File: src/rtl/alarm_clk_pkg.sv
// Shared types, field limits and helpers for the alarm-clock mode controller.
package alarm_clk_pkg;

  typedef enum logic [2:0] {
    ST_CLOCK,
    ST_ADJ_T_HR,
    ST_ADJ_T_MIN,
    ST_ADJ_A_HR,
    ST_ADJ_A_MIN,
    ST_RINGING
  } state_e;

  localparam logic [5:0] MIN_MAX      = 6'd59;
  localparam logic [4:0] HOUR_MAX     = 5'd23;
  localparam logic [1:0] EN_STEP_MIN  = 2'b11;
  localparam logic [1:0] EN_STEP_HOUR = 2'b10;
  localparam logic [1:0] EN_NONE      = 2'b00;

  typedef struct packed {
    logic [4:0] hour;
    logic [5:0] min;
  } hm_t;

  function automatic state_e next_field(input state_e s);
    case (s)
      ST_ADJ_T_HR:  return ST_ADJ_T_MIN;
      ST_ADJ_T_MIN: return ST_ADJ_A_HR;
      ST_ADJ_A_HR:  return ST_ADJ_A_MIN;
      default:      return ST_ADJ_T_HR;
    endcase
  endfunction

  function automatic state_e prev_field(input state_e s);
    case (s)
      ST_ADJ_T_HR:  return ST_ADJ_A_MIN;
      ST_ADJ_A_MIN: return ST_ADJ_A_HR;
      ST_ADJ_A_HR:  return ST_ADJ_T_MIN;
      default:      return ST_ADJ_T_HR;
    endcase
  endfunction

  function automatic logic [3:0] mode_led_of(input state_e s);
    case (s)
      ST_ADJ_T_HR:  return 4'b0001;
      ST_ADJ_T_MIN: return 4'b0010;
      ST_ADJ_A_HR:  return 4'b0100;
      ST_ADJ_A_MIN: return 4'b1000;
      default:      return 4'b0000;
    endcase
  endfunction

  // Adds n (< 60) minutes with a single carry into the hour, both fields wrapping.
  function automatic hm_t add_minutes(input logic [4:0] hour, input logic [5:0] min,
                                      input int unsigned n);
    hm_t        r;
    logic [6:0] sum;
    sum = {1'b0, min} + 7'(n);
    if (sum > {1'b0, MIN_MAX}) begin
      r.min  = 6'(sum - 7'd60);
      r.hour = (hour >= HOUR_MAX) ? '0 : hour + 5'd1;
    end else begin
      r.min  = sum[5:0];
      r.hour = hour;
    end
    return r;
  endfunction

endpackage

File: src/rtl/alarm_mode_ctrl_if.sv
// Button, switch, time and command signals between the mode controller and its neighbours.
interface alarm_mode_ctrl_if;
  logic       btn_c;
  logic       btn_l;
  logic       btn_r;
  logic       btn_u;
  logic       btn_d;
  logic       alarm_on;
  logic [4:0] time_hour;
  logic [5:0] time_min;
  logic [5:0] time_sec;
  logic       run_en;
  logic       adjust_alarm;
  logic [1:0] en_min_hour;
  logic       up_down;
  logic [4:0] alarm_hour;
  logic [5:0] alarm_min;
  logic       buzzer;
  logic [3:0] mode_led;

  modport master (
    input  btn_c, btn_l, btn_r, btn_u, btn_d, alarm_on, time_hour, time_min, time_sec,
    output run_en, adjust_alarm, en_min_hour, up_down, alarm_hour, alarm_min, buzzer, mode_led
  );

  modport slave (
    output btn_c, btn_l, btn_r, btn_u, btn_d, alarm_on, time_hour, time_min, time_sec,
    input  run_en, adjust_alarm, en_min_hour, up_down, alarm_hour, alarm_min, buzzer, mode_led
  );
endinterface

File: src/rtl/alarm_time_reg.sv
// Hour:minute register pair, mod-24 / mod-60, with independent up/down steps and a parallel load.
module alarm_time_reg
  import alarm_clk_pkg::*;
#(
  parameter int unsigned RST_HOUR = 0,
  parameter int unsigned RST_MIN  = 0
) (
  input  logic       clk,
  input  logic       rst,
  input  logic       step_min,
  input  logic       step_hour,
  input  logic       up,
  input  logic       load,
  input  logic [4:0] load_hour,
  input  logic [5:0] load_min,
  output logic [4:0] hour,
  output logic [5:0] min
);

  logic [4:0] hour_q, hour_d;
  logic [5:0] min_q, min_d;

  always_comb begin
    hour_d = hour_q;
    min_d  = min_q;
    if (load) begin
      hour_d = load_hour;
      min_d  = load_min;
    end else begin
      if (step_min) begin
        if (up) min_d = (min_q >= MIN_MAX) ? '0 : min_q + 6'd1;
        else    min_d = (min_q == '0) ? MIN_MAX : min_q - 6'd1;
      end
      if (step_hour) begin
        if (up) hour_d = (hour_q >= HOUR_MAX) ? '0 : hour_q + 5'd1;
        else    hour_d = (hour_q == '0) ? HOUR_MAX : hour_q - 5'd1;
      end
    end
  end

  always_ff @(posedge clk) begin
    if (!rst) begin
      hour_q <= 5'(RST_HOUR);
      min_q  <= 6'(RST_MIN);
    end else begin
      hour_q <= hour_d;
      min_q  <= min_d;
    end
  end

  assign hour = hour_q;
  assign min  = min_q;

endmodule

File: src/rtl/alarm_mode_ctrl.sv
// Alarm-clock mode/sequence controller: button decode, alarm registers, match and buzzer.
// Optional snooze support is compiled in with `define ALARM_SNOOZE_EN.
module alarm_mode_ctrl
  import alarm_clk_pkg::*;
#(
  parameter int unsigned SNOOZE_MIN     = 5,
  parameter int unsigned ALARM_RST_HOUR = 0,
  parameter int unsigned ALARM_RST_MIN  = 0
) (
  input  logic              clk,
  input  logic              rst,
  alarm_mode_ctrl_if.master bus
);

  if (SNOOZE_MIN < 1 || SNOOZE_MIN > 59) begin : g_bad_snooze_min
    $error("SNOOZE_MIN must be 1..59");
  end

  state_e     state_q, state_d;
  logic       run_en_q, run_en_d;
  logic       adjust_alarm_q, adjust_alarm_d;
  logic [1:0] en_min_hour_q, en_min_hour_d;
  logic       up_down_q, up_down_d;
  logic       buzzer_q, buzzer_d;
  logic [3:0] mode_led_q, mode_led_d;
  logic       match_q, match_d;

  logic       al_step_min, al_step_hour, al_up;
  logic [4:0] alarm_hour;
  logic [5:0] alarm_min;
  logic [5:0] ring_min;
  logic       alarm_match, snooze_match, match_edge;
  logic       l_act, r_act, u_act, d_act;

  // Opposing buttons pressed together cancel each other.
  assign l_act = bus.btn_l & ~bus.btn_r;
  assign r_act = bus.btn_r & ~bus.btn_l;
  assign u_act = bus.btn_u & ~bus.btn_d;
  assign d_act = bus.btn_d & ~bus.btn_u;

  alarm_time_reg #(
    .RST_HOUR (ALARM_RST_HOUR),
    .RST_MIN  (ALARM_RST_MIN)
  ) u_alarm_reg (
    .clk       (clk),
    .rst       (rst),
    .step_min  (al_step_min),
    .step_hour (al_step_hour),
    .up        (al_up),
    .load      (1'b0),
    .load_hour ('0),
    .load_min  ('0),
    .hour      (alarm_hour),
    .min       (alarm_min)
  );

  assign alarm_match = bus.alarm_on && bus.time_hour == alarm_hour &&
                       bus.time_min == alarm_min && bus.time_sec == '0;

`ifdef ALARM_SNOOZE_EN
  logic       snooze_load;
  logic       snooze_pend_q, snooze_pend_d;
  logic [4:0] snooze_hour;
  logic [5:0] snooze_min;
  logic [4:0] ring_hour_q, ring_hour_d;
  logic [5:0] ring_min_q, ring_min_d;
  hm_t        snooze_tgt;

  // The ring time is latched on ring entry so auto-stop and the next snooze follow whichever
  // target actually fired.
  assign snooze_tgt = add_minutes(ring_hour_q, ring_min_q, SNOOZE_MIN);

  alarm_time_reg #(
    .RST_HOUR (0),
    .RST_MIN  (0)
  ) u_snooze_reg (
    .clk       (clk),
    .rst       (rst),
    .step_min  (1'b0),
    .step_hour (1'b0),
    .up        (1'b1),
    .load      (snooze_load),
    .load_hour (snooze_tgt.hour),
    .load_min  (snooze_tgt.min),
    .hour      (snooze_hour),
    .min       (snooze_min)
  );

  assign snooze_match = snooze_pend_q && bus.alarm_on && bus.time_hour == snooze_hour &&
                        bus.time_min == snooze_min && bus.time_sec == '0;
  assign ring_min     = ring_min_q;

  always_ff @(posedge clk) begin
    if (!rst) begin
      snooze_pend_q <= 1'b0;
      ring_hour_q   <= '0;
      ring_min_q    <= '0;
    end else begin
      snooze_pend_q <= snooze_pend_d;
      ring_hour_q   <= ring_hour_d;
      ring_min_q    <= ring_min_d;
    end
  end
`else
  assign snooze_match = 1'b0;
  assign ring_min     = alarm_min;
`endif

  assign match_d    = alarm_match | snooze_match;
  assign match_edge = match_d & ~match_q;

  always_comb begin
    state_d       = state_q;
    en_min_hour_d = EN_NONE;
    up_down_d     = 1'b1;
    al_step_min   = 1'b0;
    al_step_hour  = 1'b0;
    al_up         = u_act;
`ifdef ALARM_SNOOZE_EN
    snooze_load   = 1'b0;
    snooze_pend_d = snooze_pend_q;
    ring_hour_d   = ring_hour_q;
    ring_min_d    = ring_min_q;
`endif
    case (state_q)
      ST_CLOCK: begin
        if (bus.btn_c) begin
          state_d = ST_ADJ_T_HR;
`ifdef ALARM_SNOOZE_EN
          snooze_pend_d = 1'b0;
`endif
        end else if (match_edge) begin
          state_d = ST_RINGING;
`ifdef ALARM_SNOOZE_EN
          snooze_pend_d = 1'b0;
          ring_hour_d   = snooze_match ? snooze_hour : alarm_hour;
          ring_min_d    = snooze_match ? snooze_min  : alarm_min;
`endif
        end
      end
      ST_ADJ_T_HR, ST_ADJ_T_MIN, ST_ADJ_A_HR, ST_ADJ_A_MIN: begin
        if (bus.btn_c) begin
          state_d = ST_CLOCK;
        end else if (r_act) begin
          state_d = next_field(state_q);
        end else if (l_act) begin
          state_d = prev_field(state_q);
        end else if (u_act || d_act) begin
          case (state_q)
            ST_ADJ_T_HR: begin
              en_min_hour_d = EN_STEP_HOUR;
              up_down_d     = u_act;
            end
            ST_ADJ_T_MIN: begin
              en_min_hour_d = EN_STEP_MIN;
              up_down_d     = u_act;
            end
            ST_ADJ_A_HR: al_step_hour = 1'b1;
            default:     al_step_min  = 1'b1;
          endcase
        end
      end
      ST_RINGING: begin
        if (bus.btn_c || !bus.alarm_on || bus.time_min != ring_min) begin
          state_d = ST_CLOCK;
`ifdef ALARM_SNOOZE_EN
          snooze_pend_d = 1'b0;
        end else if (u_act && !l_act && !r_act) begin
          state_d       = ST_CLOCK;
          snooze_load   = 1'b1;
          snooze_pend_d = 1'b1;
`endif
        end
      end
      default: state_d = ST_CLOCK;
    endcase

    run_en_d       = (state_d == ST_CLOCK) || (state_d == ST_RINGING);
    adjust_alarm_d = (state_d == ST_ADJ_A_HR) || (state_d == ST_ADJ_A_MIN);
    buzzer_d       = (state_d == ST_RINGING);
    mode_led_d     = mode_led_of(state_d);
  end

  always_ff @(posedge clk) begin
    if (!rst) begin
      state_q        <= ST_CLOCK;
      run_en_q       <= 1'b1;
      adjust_alarm_q <= 1'b0;
      en_min_hour_q  <= EN_NONE;
      up_down_q      <= 1'b1;
      buzzer_q       <= 1'b0;
      mode_led_q     <= '0;
      match_q        <= 1'b0;
    end else begin
      state_q        <= state_d;
      run_en_q       <= run_en_d;
      adjust_alarm_q <= adjust_alarm_d;
      en_min_hour_q  <= en_min_hour_d;
      up_down_q      <= up_down_d;
      buzzer_q       <= buzzer_d;
      mode_led_q     <= mode_led_d;
      match_q        <= match_d;
    end
  end

  assign bus.run_en       = run_en_q;
  assign bus.adjust_alarm = adjust_alarm_q;
  assign bus.en_min_hour  = en_min_hour_q;
  assign bus.up_down      = up_down_q;
  assign bus.buzzer       = buzzer_q;
  assign bus.mode_led     = mode_led_q;
  assign bus.alarm_hour   = alarm_hour;
  assign bus.alarm_min    = alarm_min;

endmodule
File: src/flat_wrapper.sv
// flat-port wrapper written by rule: the top's interface ports become plain ports
module alarm_mode_ctrl_flat import alarm_clk_pkg::*;
#(
  parameter int unsigned SNOOZE_MIN     = 5,
  parameter int unsigned ALARM_RST_HOUR = 0,
  parameter int unsigned ALARM_RST_MIN  = 0
)
  (clk, rst, bus_btn_c, bus_btn_l, bus_btn_r, bus_btn_u, bus_btn_d, bus_alarm_on, bus_time_hour, bus_time_min, bus_time_sec, bus_run_en, bus_adjust_alarm, bus_en_min_hour, bus_up_down, bus_alarm_hour, bus_alarm_min, bus_buzzer, bus_mode_led);
  alarm_mode_ctrl_if bus_i ();
  input  logic clk;
  input  logic rst;
  input wire logic [$bits(bus_i.btn_c)-1:0] bus_btn_c;
  input wire logic [$bits(bus_i.btn_l)-1:0] bus_btn_l;
  input wire logic [$bits(bus_i.btn_r)-1:0] bus_btn_r;
  input wire logic [$bits(bus_i.btn_u)-1:0] bus_btn_u;
  input wire logic [$bits(bus_i.btn_d)-1:0] bus_btn_d;
  input wire logic [$bits(bus_i.alarm_on)-1:0] bus_alarm_on;
  input wire logic [$bits(bus_i.time_hour)-1:0] bus_time_hour;
  input wire logic [$bits(bus_i.time_min)-1:0] bus_time_min;
  input wire logic [$bits(bus_i.time_sec)-1:0] bus_time_sec;
  output wire logic [$bits(bus_i.run_en)-1:0] bus_run_en;
  output wire logic [$bits(bus_i.adjust_alarm)-1:0] bus_adjust_alarm;
  output wire logic [$bits(bus_i.en_min_hour)-1:0] bus_en_min_hour;
  output wire logic [$bits(bus_i.up_down)-1:0] bus_up_down;
  output wire logic [$bits(bus_i.alarm_hour)-1:0] bus_alarm_hour;
  output wire logic [$bits(bus_i.alarm_min)-1:0] bus_alarm_min;
  output wire logic [$bits(bus_i.buzzer)-1:0] bus_buzzer;
  output wire logic [$bits(bus_i.mode_led)-1:0] bus_mode_led;
  assign bus_i.btn_c = bus_btn_c;
  assign bus_i.btn_l = bus_btn_l;
  assign bus_i.btn_r = bus_btn_r;
  assign bus_i.btn_u = bus_btn_u;
  assign bus_i.btn_d = bus_btn_d;
  assign bus_i.alarm_on = bus_alarm_on;
  assign bus_i.time_hour = bus_time_hour;
  assign bus_i.time_min = bus_time_min;
  assign bus_i.time_sec = bus_time_sec;
  assign bus_run_en = bus_i.run_en;
  assign bus_adjust_alarm = bus_i.adjust_alarm;
  assign bus_en_min_hour = bus_i.en_min_hour;
  assign bus_up_down = bus_i.up_down;
  assign bus_alarm_hour = bus_i.alarm_hour;
  assign bus_alarm_min = bus_i.alarm_min;
  assign bus_buzzer = bus_i.buzzer;
  assign bus_mode_led = bus_i.mode_led;
  alarm_mode_ctrl #(.SNOOZE_MIN(SNOOZE_MIN), .ALARM_RST_HOUR(ALARM_RST_HOUR), .ALARM_RST_MIN(ALARM_RST_MIN)) u_core (.clk(clk), .rst(rst), .bus(bus_i));
endmodule
File: config.mk
export PLATFORM = sky130hd
export DESIGN_NAME = alarm_mode_ctrl_flat
export DESIGN_NICKNAME = d
export VERILOG_FILES = /design/src/rtl/alarm_clk_pkg.sv /design/src/rtl/alarm_mode_ctrl_if.sv /design/src/rtl/alarm_time_reg.sv /design/src/rtl/alarm_mode_ctrl.sv /design/src/flat_wrapper.sv
export SDC_FILE = /design/constraint.sdc
export NUM_CORES = 1
export LEC_CHECK = 0
export BUFFER_PORTS_ARGS = -buffer_cell sky130_fd_sc_hd__buf_2
export CAP_MARGIN = 20
export CORE_UTILIZATION = 35
export DETAILED_ROUTE_END_ITERATION = 8
export GPL_ROUTABILITY_DRIVEN = 0
export GPL_TIMING_DRIVEN = 0
export HOLD_SLACK_MARGIN = 0.08
export PLACE_DENSITY = 0.59
export RECOVER_POWER = 100
export SYNTH_ARGS = -nofsm -noshare
export SYNTH_HDL_FRONTEND = slang
export SYNTH_HIERARCHICAL = 1
export SYNTH_SLANG_ARGS = --single-unit
File: constraint.sdc
create_clock -name clk -period 5.4 [get_ports clk]
set_input_delay 0.81 -clock clk [delete_from_list [all_inputs] [get_ports clk]]
set_output_delay 0.81 -clock clk [all_outputs]
set_load 0.02 [all_outputs]
# Word-level counts from Yosys, hierarchy flattened
# Index checks and enable logic that the tools add are counted.
# op_classes
n_addsub	4
bitwise_logic	14
eq_ne	13
muxes	29
order_cmp	2
n_reduce_logical	19
# op_table
cell	n
one-hot mux 3 bit (3 select lines)	3
2-to-1 mux 3 bit	6
2-to-1 mux 6 bit	3
one-hot mux 4 bit (4 select lines)	1
2-to-1 mux 5 bit	3
equality test 3 x 2 -> 1 bit (second input constant)	4
equality test 3 bit (second input constant)	4
logical NOT 6 bit	2
2-to-1 mux 1 bit	12
inverter 1 bit	9
OR reduction 7 bit	1
adder 6 x 1 -> 6 bit (second input constant)	1
equality test 3 x 1 -> 1 bit (second input constant)	2
equality test 6 bit	1
>= comparator 6 bit (second input constant)	1
logical NOT 3 bit	2
inequality test 6 bit	1
OR reduction 6 bit	1
subtractor 6 x 1 -> 6 bit (second input constant)	1
adder 5 x 1 -> 5 bit (second input constant)	1
bitwise AND 1 bit	5
equality test 5 bit	1
>= comparator 5 bit (second input constant)	1
logical NOT 5 bit	1
8 further kinds	14
# totals
in_bits	25
regBits	25
output_inout_bits	21

# Depth between registers and ports, before layout
# Gate-level depths: netlist of the first run.
# depth
ltp_word	10
mapped_depth	9
depth_no_buf	8

# Modules after synthesis
# Netlist of the first run, hierarchy kept.
# by_module_without_submodules
mod	seq_area_each_um2	cells_each	n_inst	area_each_um2
alarm_time_reg	220.2	134	1	1029.7
alarm_mode_ctrl	280.3	95	1	862.1

# Worst setup path before layout of the first run
# Ideal clock, no wire load.
# synth_timing
kind	input-to-reg
from	in bus_btn_l
to	reg u_core.u_alarm_reg.min_q[4], in the netlist u_core/u_alarm_reg/min[4]
slack_ps	3005
path_buffers	1
t_arrival_ps	2321
setup_ps	74
required_time_ps	5326
cell_stages	9
cell_sequence	inv_1 -> ha_1 -> nor3_1 -> nor4b_1 -> buf_2 -> nand2b_1 -> a311oi_1 -> o21ai_0 -> a31oi_1
# synth_via
elab_chain_len	5
# synth_rtl
element	line_no	text
from (decl)	flat_wrapper.sv:13	input wire logic [$bits(bus_i.btn_l)-1:0] bus_btn_l;
bitwise AND 1 bit or inverter 1 bit (tied branches)	alarm_mode_ctrl.sv:36, alarm_mode_ctrl.sv:37	
2-to-1 mux 1 bit or bitwise AND 1 bit (tied branches)	alarm_mode_ctrl.sv:146, alarm_mode_ctrl.sv:37	
2-to-1 mux 1 bit (*)	alarm_mode_ctrl.sv:144	end else if (r_act) begin
2-to-1 mux 1 bit (*)	alarm_mode_ctrl.sv:142	if (bus.btn_c) begin
2-to-1 mux 1 bit (*)	alarm_mode_ctrl.sv:125	case (state_q)
named net u_core.al_step_min	alarm_mode_ctrl.sv:28	logic al_step_min, al_step_hour, al_up;
to (signal assigned)	alarm_time_reg.sv:44	min_q <= 6'(RST_MIN);
to (signal assigned)	alarm_time_reg.sv:47	min_q <= min_d;
to (decl)	alarm_time_reg.sv:21	logic [5:0] min_q, min_d;
# The timed path passes the listed nets; every way through them passes the cells marked *.
# A chain may end at the register's enable or synchronous reset.

# Final worst setup path of the first run
# Same ends and word-level chain as after synthesis.

==> flow_metrics.env, run 1 <==
export IMPL_status="finished, final reports clean"
export IMPL_grt_max_degree=16
export IMPL_clk_latency_ns=0.27
export IMPL_fillers=571
export IMPL_finalHoldViolations=0
export IMPL_synth_xor_xnor_area_share_pct=6.944
export IMPL_worstPathRequired_ns=5.61
export IMPL_ys_seq_area_share_pct=26.46
export IMPL_place_ws_ns=2.488
export IMPL_cts_resized=0
export IMPL_synth_seq_cells=25
export IMPL_clock_path_buffers=2
export IMPL_peakVddDrop_uv=104.1
export IMPL_path_cells="clkbuf_1 > inv_1 > ha_1 > nor3_1 > nor4b_1 > clkbuf_1 > nand2b_1 > a311oi_1 > o21ai_0 > a31oi_1"
export IMPL_path_clk_slew_ns=0.09
export IMPL_core_mm2=0.005172
export IMPL_cts_tree="built"
export IMPL_die_height_um=75.52
export IMPL_drv_cap=0
export IMPL_ctsHtreeMaxLevel=1
export IMPL_async_flop_share_pct=0
export IMPL_syn_inst=229
export IMPL_globalRouteOverflowTotal=0
export IMPL_synthMuxAreaShare_pct=1.653
export IMPL_wirelength_mm=4.756
export IMPL_synth_area_leader_cell="dfxtp_1"
export IMPL_worst_slack_ns=2.564
export IMPL_antenna_found_initial=0
export IMPL_fp_dieArea_mm2=0.005703
export IMPL_fin_setup_tns_ns=0
export IMPL_grt_pass1_wl_mm=7.320
export IMPL_grtUsageTotal_pct=16.84
export IMPL_rsz0062_at_grt="no"
export IMPL_dieWidth_um=75.52
export IMPL_num_rows=26
export IMPL_worst_pin_slew_ns=0.7194
export IMPL_detailed_place_area_mm2=0.002268
export IMPL_antennaDiodeCount=0
export IMPL_synth_area_leaders="dfxtp_1 (26%), ha_1 (5.3%), xor2_1 (4.6%), o21ai_0 (4.2%), a21oi_1 (3.4%)"
export IMPL_synth_compound_area_share_pct=25.99
export IMPL_critical_path_peak_fanout=10
export IMPL_port_buffers=45
export IMPL_drt_initial_drc_count=67
export IMPL_cp_num_buf_inv=3
export IMPL_synth_area_per_cell_um2=8.261
export IMPL_power_density_mw_per_mm2=191.6
export IMPL_setup_violations=0
export IMPL_yosys_warnings=6
export IMPL_skew_ns=0.006076
export IMPL_slowest_stage="clkbuf_1"
export IMPL_antenna_left=0
export IMPL_min_period_ns=2.836
export IMPL_end_kind="flop"
export IMPL_synth_top_family_by_area="simple AND/OR/NAND/NOR gates"
export IMPL_synth_fa_ha_area_share_pct=5.291
export IMPL_start_util_pct=36.57
export IMPL_cts_sinks=25
export IMPL_viasPerCell=5.184
export IMPL_max_freq_mhz=352.6
export IMPL_area_delta_synth_final_pct=19.44
export IMPL_criticalPathCategory="input port to flop"
export IMPL_final_core_util_pct=43.69
export IMPL_p_leak_nw=0.9249
export IMPL_drc=0
export IMPL_grt_pass1_vias=1551
export IMPL_critPathLaunchType="input port"
export IMPL_dp_hpwl_mm=3.594
export IMPL_period_share_pct=52.51
export IMPL_hold_path_class="flop to flop"
export IMPL_hold_buffers=0
export IMPL_timing_slew_headroom_pct=51.43
export IMPL_fin_area_mm2=0.002260
export IMPL_cts_buffers_inserted=3
export IMPL_firstDrtPassIters=4
export IMPL_clock_tree_root_cell="clkbuf_8"
export IMPL_cp_top_family="simple AND/OR/NAND/NOR gates"
export IMPL_arrival_ns=3.04
export IMPL_max_stage_delay_ns=0.37
export IMPL_io_pins=46
export IMPL_synthFlopType="dfxtp_1"
export IMPL_slew_violations=0
export IMPL_synthSimpleGateAreaFrac_pct=26.72
export IMPL_synth_cell_types=66
export IMPL_postCtsSetupBuffers=0
export IMPL_nets=329
export IMPL_crit_top_cell="clkbuf_1"
export IMPL_syn_area_mm2=0.001892
export IMPL_final_layout_size_suffix_gt1_share_pct=15.59
export IMPL_synth_top_area_share_pct=26.46
export IMPL_wl_per_cell_um=13.03
export IMPL_dr_total_vias=1892
export IMPL_synth_edff_count=0
## state kept, by name (all words and copies together), names as in the netlist
register	flops
u_core/u_alarm_reg/hour	5
u_core/match_q	1
u_core/bus.adjust_alarm	1
u_core/bus.up_down	1
u_core/bus.en_min_hour	2
u_core/bus.buzzer	1
u_core/u_alarm_reg/min	6
u_core/state_q	3
u_core/bus.run_en	1
u_core/bus.mode_led	4
## final cells by class
class                   instances  area [um2]  area share (%)
plain buffers                  12       76.32           3.378
clock inverters                 1       7.507          0.3322
repair buffers                 45       196.4           8.693
multi-input cells             196        1301           57.59
flip-flops and latches         25       500.5           22.15
well taps                      70       87.58           3.876
clock buffers                   3       41.29           1.827
inverters                      13       48.80           2.159
## cell usage in the layout, fill, tap and decap left out, types with 2 or more instances in the layout
cell type,n
a211o_1,2
a211oi_1,3
a21o_1,2
a21oi_1,13
a221oi_1,2
a31oi_1,2
and2_1,6
and3_1,4
and4_1,2
buf_2,27
clkbuf_1,26
clkbuf_8,5
conb_1,18
dfxtp_1,25
ha_1,8
inv_1,12
mux2i_1,2
nand2_1,9
nand2b_1,3
nand3_1,6
nand3b_1,2
nand4_1,4
nor2_1,14
nor2b_1,5
nor3_1,8
nor3b_1,5
nor4_1,4
o2111ai_1,2
o211a_1,2
o211ai_1,3
o21a_1,2
o21ai_0,18
o311a_1,2
o32ai_1,2
or3_1,2
xnor2_1,5
xor2_1,10
## power by group
| part | switching [mW] | internal (mW) | total (mW) |
|---|---|---|---|
| clock network | 0.0629 | 0.0524 | 0.115 |
| logic | 0.0652 | 0.0487 | 0.114 |
| registers | 0.0117 | 0.192 | 0.204 |
| total | 0.140 | 0.293 | 0.433 |
## logic make-up (layout without fill, tap and decap cells)
family	after synthesis	count (layout)
other	1	18
buffers and inverters	25	74
AOI/OAI and AO/OA	68	68
muxes	3	3
DFF	25	25
adders and majority gates	8	8
xor gates and xnor gates	15	15
and+or+nand+nor	84	84
## metrics by stage
step	power [mW]	std cells	hold WS (ns)
2_1_floorplan	0.2893	246	0.5772
3_3_place_gp	0.3229	361	0.6136
3_5_place_dp	0.3245	361	0.6279
4_1_cts	0.4413	365	0.6425
5_1_grt	0.4582	365	0.6826
6_report	0.4330	365	0.6371
## worst paths after layout
path / startpoint / end / slack (ns) / cells after the start
worst max-delay path: bus_btn_l / u_core/u_alarm_reg/min[4] / 2.56 / 10
worst min-delay path: u_core/u_alarm_reg/min[1] / u_core/u_alarm_reg/min[1] / 0.64 / 2
worst max register to register: u_core/u_alarm_reg/min[4] / u_core/bus.buzzer / 3.21 / 5
worst min register to register: u_core/u_alarm_reg/min[1] / u_core/u_alarm_reg/min[1] / 0.64 / 2
## routing by layer
layer	share of wire (%)	vias to the layer above	global-route usage [%]
met3	3.1	4	3.175
li1	-	966	-
met2	50	32	30.16
met1	46	890	20.95
met5	0	-	0
met4	0.78	0	3.704
## tightest hold or removal path, cell delays in order (launching register included)
cell     delay [ns]
dfxtp_1        0.40
nor2_1         0.13
o31ai_1        0.07
## Yosys cell counts (5+ instances only)
cell,count
nor2b_1,5
nand2_1,9
dfxtp_1,25
nor2_1,14
a21oi_1,13
ha_1,8
nor3_1,8
xnor2_1,5
and2_1,7
nor3b_1,5
nand3_1,6
inv_1,12
xor2_1,10
o21ai_0,16
buf_2,7
Note: power is estimated with default switching activity, not from simulation.
==> run 2, diff against run 1 <==
--- a/config.mk
+++ b/config.mk
@@ -5,6 +5,7 @@
 export SDC_FILE = /design/constraint.sdc
 export NUM_CORES = 1
 export LEC_CHECK = 0
+export ABC_AREA = 1
 export BUFFER_PORTS_ARGS = -buffer_cell sky130_fd_sc_hd__buf_2
 export CAP_MARGIN = 20
 export CORE_UTILIZATION = 35
@@ -12,7 +13,7 @@
 export GPL_ROUTABILITY_DRIVEN = 0
 export GPL_TIMING_DRIVEN = 0
 export HOLD_SLACK_MARGIN = 0.08
-export PLACE_DENSITY = 0.59
+export PLACE_DENSITY = 0.61
 export RECOVER_POWER = 100
 export SYNTH_ARGS = -nofsm -noshare
 export SYNTH_HDL_FRONTEND = slang
==> constraint.sdc (replaced) <==
create_clock -name clk -period 2.5 [get_ports clk]
set_input_delay 0.375 -clock clk [delete_from_list [all_inputs] [get_ports clk]]
set_output_delay 0.375 -clock clk [all_outputs]
set_load 0.02 [all_outputs]
==> run 2 against run 1 <==
Net effect: clock power is 110% higher; total power is 130% higher; synthesized cell count is 44% higher; flip-flop and latch count stayed put; global-route usage is 0.48 points lower; clock skew is 0.00067 ns higher; sequential power is 120% higher; sequential share of layout area is 0.95 points lower; largest cell class unchanged; highest routed layer unchanged.
==> flow_metrics.env, run 2 <==
export IMPL_fp_dieArea_mm2=0.006096
export IMPL_antenna_left=0
export IMPL_final_layout_size_suffix_gt1_share_pct=13.81
export IMPL_antenna_found_initial=0
export IMPL_synth_area_per_cell_um2=6.138
export IMPL_grtUsageTotal_pct=16.36
export IMPL_cts_buffers_inserted=3
export IMPL_skew_ns=0.006744
export IMPL_ctsHtreeMaxLevel=1
export IMPL_syn_inst=330
export IMPL_die_height_um=78.08
export IMPL_end_kind="flop"
export IMPL_ys_seq_area_share_pct=24.71
export IMPL_path_clk_slew_ns=0.09
export IMPL_slowest_stage="or4_1"
export IMPL_fin_area_mm2=0.002361
export IMPL_critPathLaunchType="flop"
export IMPL_hold_path_class="input port to flop"
export IMPL_dr_total_vias=2148
export IMPL_rsz0062_at_grt="no"
export IMPL_cts_resized=0
export IMPL_clock_tree_root_cell="clkbuf_8"
export IMPL_synth_most_common_cell="nand2_1"
export IMPL_max_stage_delay_ns=0.40
export IMPL_fin_setup_tns_ns=0
export IMPL_worstPathRequired_ns=2.68
export IMPL_nets=425
export IMPL_synthTopCellsByCount="nand2_1 (78), inv_1 (48), nor2_1 (41)"
export IMPL_port_buffers=45
export IMPL_hold_buffers=0
export IMPL_status="finished, final reports clean"
export IMPL_criticalPathCategory="flop to flop"
export IMPL_largest_reg_flops=6
export IMPL_finalHoldViolations=0
export IMPL_mostFrequentLayoutCells="nand2_1 (80), inv_1 (50), nor2_1 (49)"
export IMPL_start_util_pct=36.56
export IMPL_timing_slew_headroom_pct=65.11
export IMPL_core_mm2=0.005540
export IMPL_drt_initial_drc_count=53
export IMPL_synth_cell_types=33
export IMPL_hold_slack_ns=0.3634
export IMPL_arrival_ns=2.34
export IMPL_peakVddDrop_uv=259.5
export IMPL_wirelength_mm=4.817
export IMPL_synth_seq_cells=25
export IMPL_antennaDiodeCount=0
export IMPL_min_period_ns=2.167
export IMPL_grt_pass1_vias=1865
export IMPL_num_rows=27
export IMPL_clk_latency_ns=0.27
export IMPL_synth_area_leader_cell="dfxtp_1"
export IMPL_async_flop_share_pct=0
export IMPL_critical_path_peak_fanout=5
export IMPL_crit_top_cell="inv_1"
export IMPL_globalRouteOverflowTotal=0
export IMPL_io_pins=46
export IMPL_max_freq_mhz=461.4
export IMPL_grt_max_degree=16
export IMPL_drc=0
export IMPL_slew_violations=0
export IMPL_detailed_place_area_mm2=0.002386
export IMPL_viasPerCell=4.639
export IMPL_period_share_pct=86.68
export IMPL_cts_sinks=25
export IMPL_firstDrtPassIters=4
export IMPL_place_ws_ns=0.2776
export IMPL_clock_path_buffers=2
export IMPL_wl_per_cell_um=10.40
export IMPL_path_cells="nor2_1 > inv_1 > nor2_1 > nor2_1 > nor2_4 > inv_1 > or4_1 > inv_1 > inv_1 > nor2_1 > nand2_1 > o21ai_1 > inv_1"
export IMPL_setup_violations=0
export IMPL_p_leak_nw=1.165
export IMPL_worst_slack_ns=0.3329
export IMPL_synth_edff_count=0
export IMPL_drv_cap=0
export IMPL_synth_top_area_share_pct=24.71
export IMPL_grt_pass1_wl_mm=8.128
export IMPL_dieWidth_um=78.08
export IMPL_cts_tree="built"
export IMPL_cp_num_buf_inv=5
export IMPL_dp_hpwl_mm=3.764
export IMPL_cp_top_family="simple AND/OR/NAND/NOR gates"
export IMPL_postCtsSetupBuffers=0
export IMPL_final_common_cell="nand2_1"
export IMPL_worst_pin_slew_ns=0.5214
export IMPL_syn_area_mm2=0.002026
export IMPL_yosys_warnings=6
export IMPL_area_delta_synth_final_pct=16.55
export IMPL_synth_area_leaders="dfxtp_1 (25%), nand2_1 (14%), nand3_1 (8.9%), inv_1 (8.9%), nor2_1 (7.6%)"
export IMPL_power_density_mw_per_mm2=422.5
export IMPL_synthFlopType="dfxtp_1"
==> run 2: changes by cell type in the layout (fill, tap and decap cells not counted), sizes merged, moves of 6 or more <==
cell,delta
nand2,+73
nor3,-6
inv,+45
nor2,+42
o21ai,-9
and2,-7
xor2,-9
clkbuf,-8
nand3,+32
==> run 2: power breakdown <==
group	internal [mW]	leakage (nW)	total, mW	switching, mW
clock	0.113	0.0217	0.246	0.133
combinational	0.112	0.939	0.301	0.189
sequential	0.417	0.205	0.450	0.0327
==> run 2: layout make-up <==
type	count	area [um2]
fill	636	3179
multi-input combinational	251	1256
sequential	25	500.5
inverter	61	229.0
timing repair buffer	45	198.9
tap	72	90.09
clock buffer	3	41.29
buffer	5	37.54
clock inverter	1	7.507
==> run 2: cell families (layout without fill, tap and decap cells) <==
group                    after synthesis  in the layout  synth area share [%]
AO/OA/AOI/OAI                         32             32                 9.760
buffers and inverters                 66            115                 13.16
other                                  1             13                0.1851
flip-flops                            25             25                 24.71
XOR/XNOR                               4              4                 1.730
adder cells (fa/ha/maj)                8              8                 4.942
AND/OR/NAND/NOR                      194            194                 45.52
==> run 2: final timing paths <==
check	cells past startpoint	from	endpoint	slack [ns]
min	2	rst	u_core/bus.run_en	0.36
min reg2reg	2	u_core/u_alarm_reg/hour[4]	u_core/u_alarm_reg/hour[4]	0.60
max	13	u_core/state_q[1]	u_core/u_alarm_reg/min[2]	0.33
max reg2reg	13	u_core/state_q[1]	u_core/u_alarm_reg/min[2]	0.33
==> run 2: stage by stage <==
stage	utilization, %	total power, mW	cells
after floorplan	-	0.6878	342
after global placement	43.07	0.7696	459
after detailed placement	43.07	0.7726	459
after CTS	43.95	1.026	463
after global routing	42.62	1.074	463
final	42.62	0.9975	463
==> run 2: layer usage <==
metal	GRT usage [%]	wire length (um)	vias to the layer above
met5	0	0	-
met4	2.778	32	0
met3	3.023	157	2
met2	27.63	2179	38
met1	21.86	2447	948
li1	-	-	1160
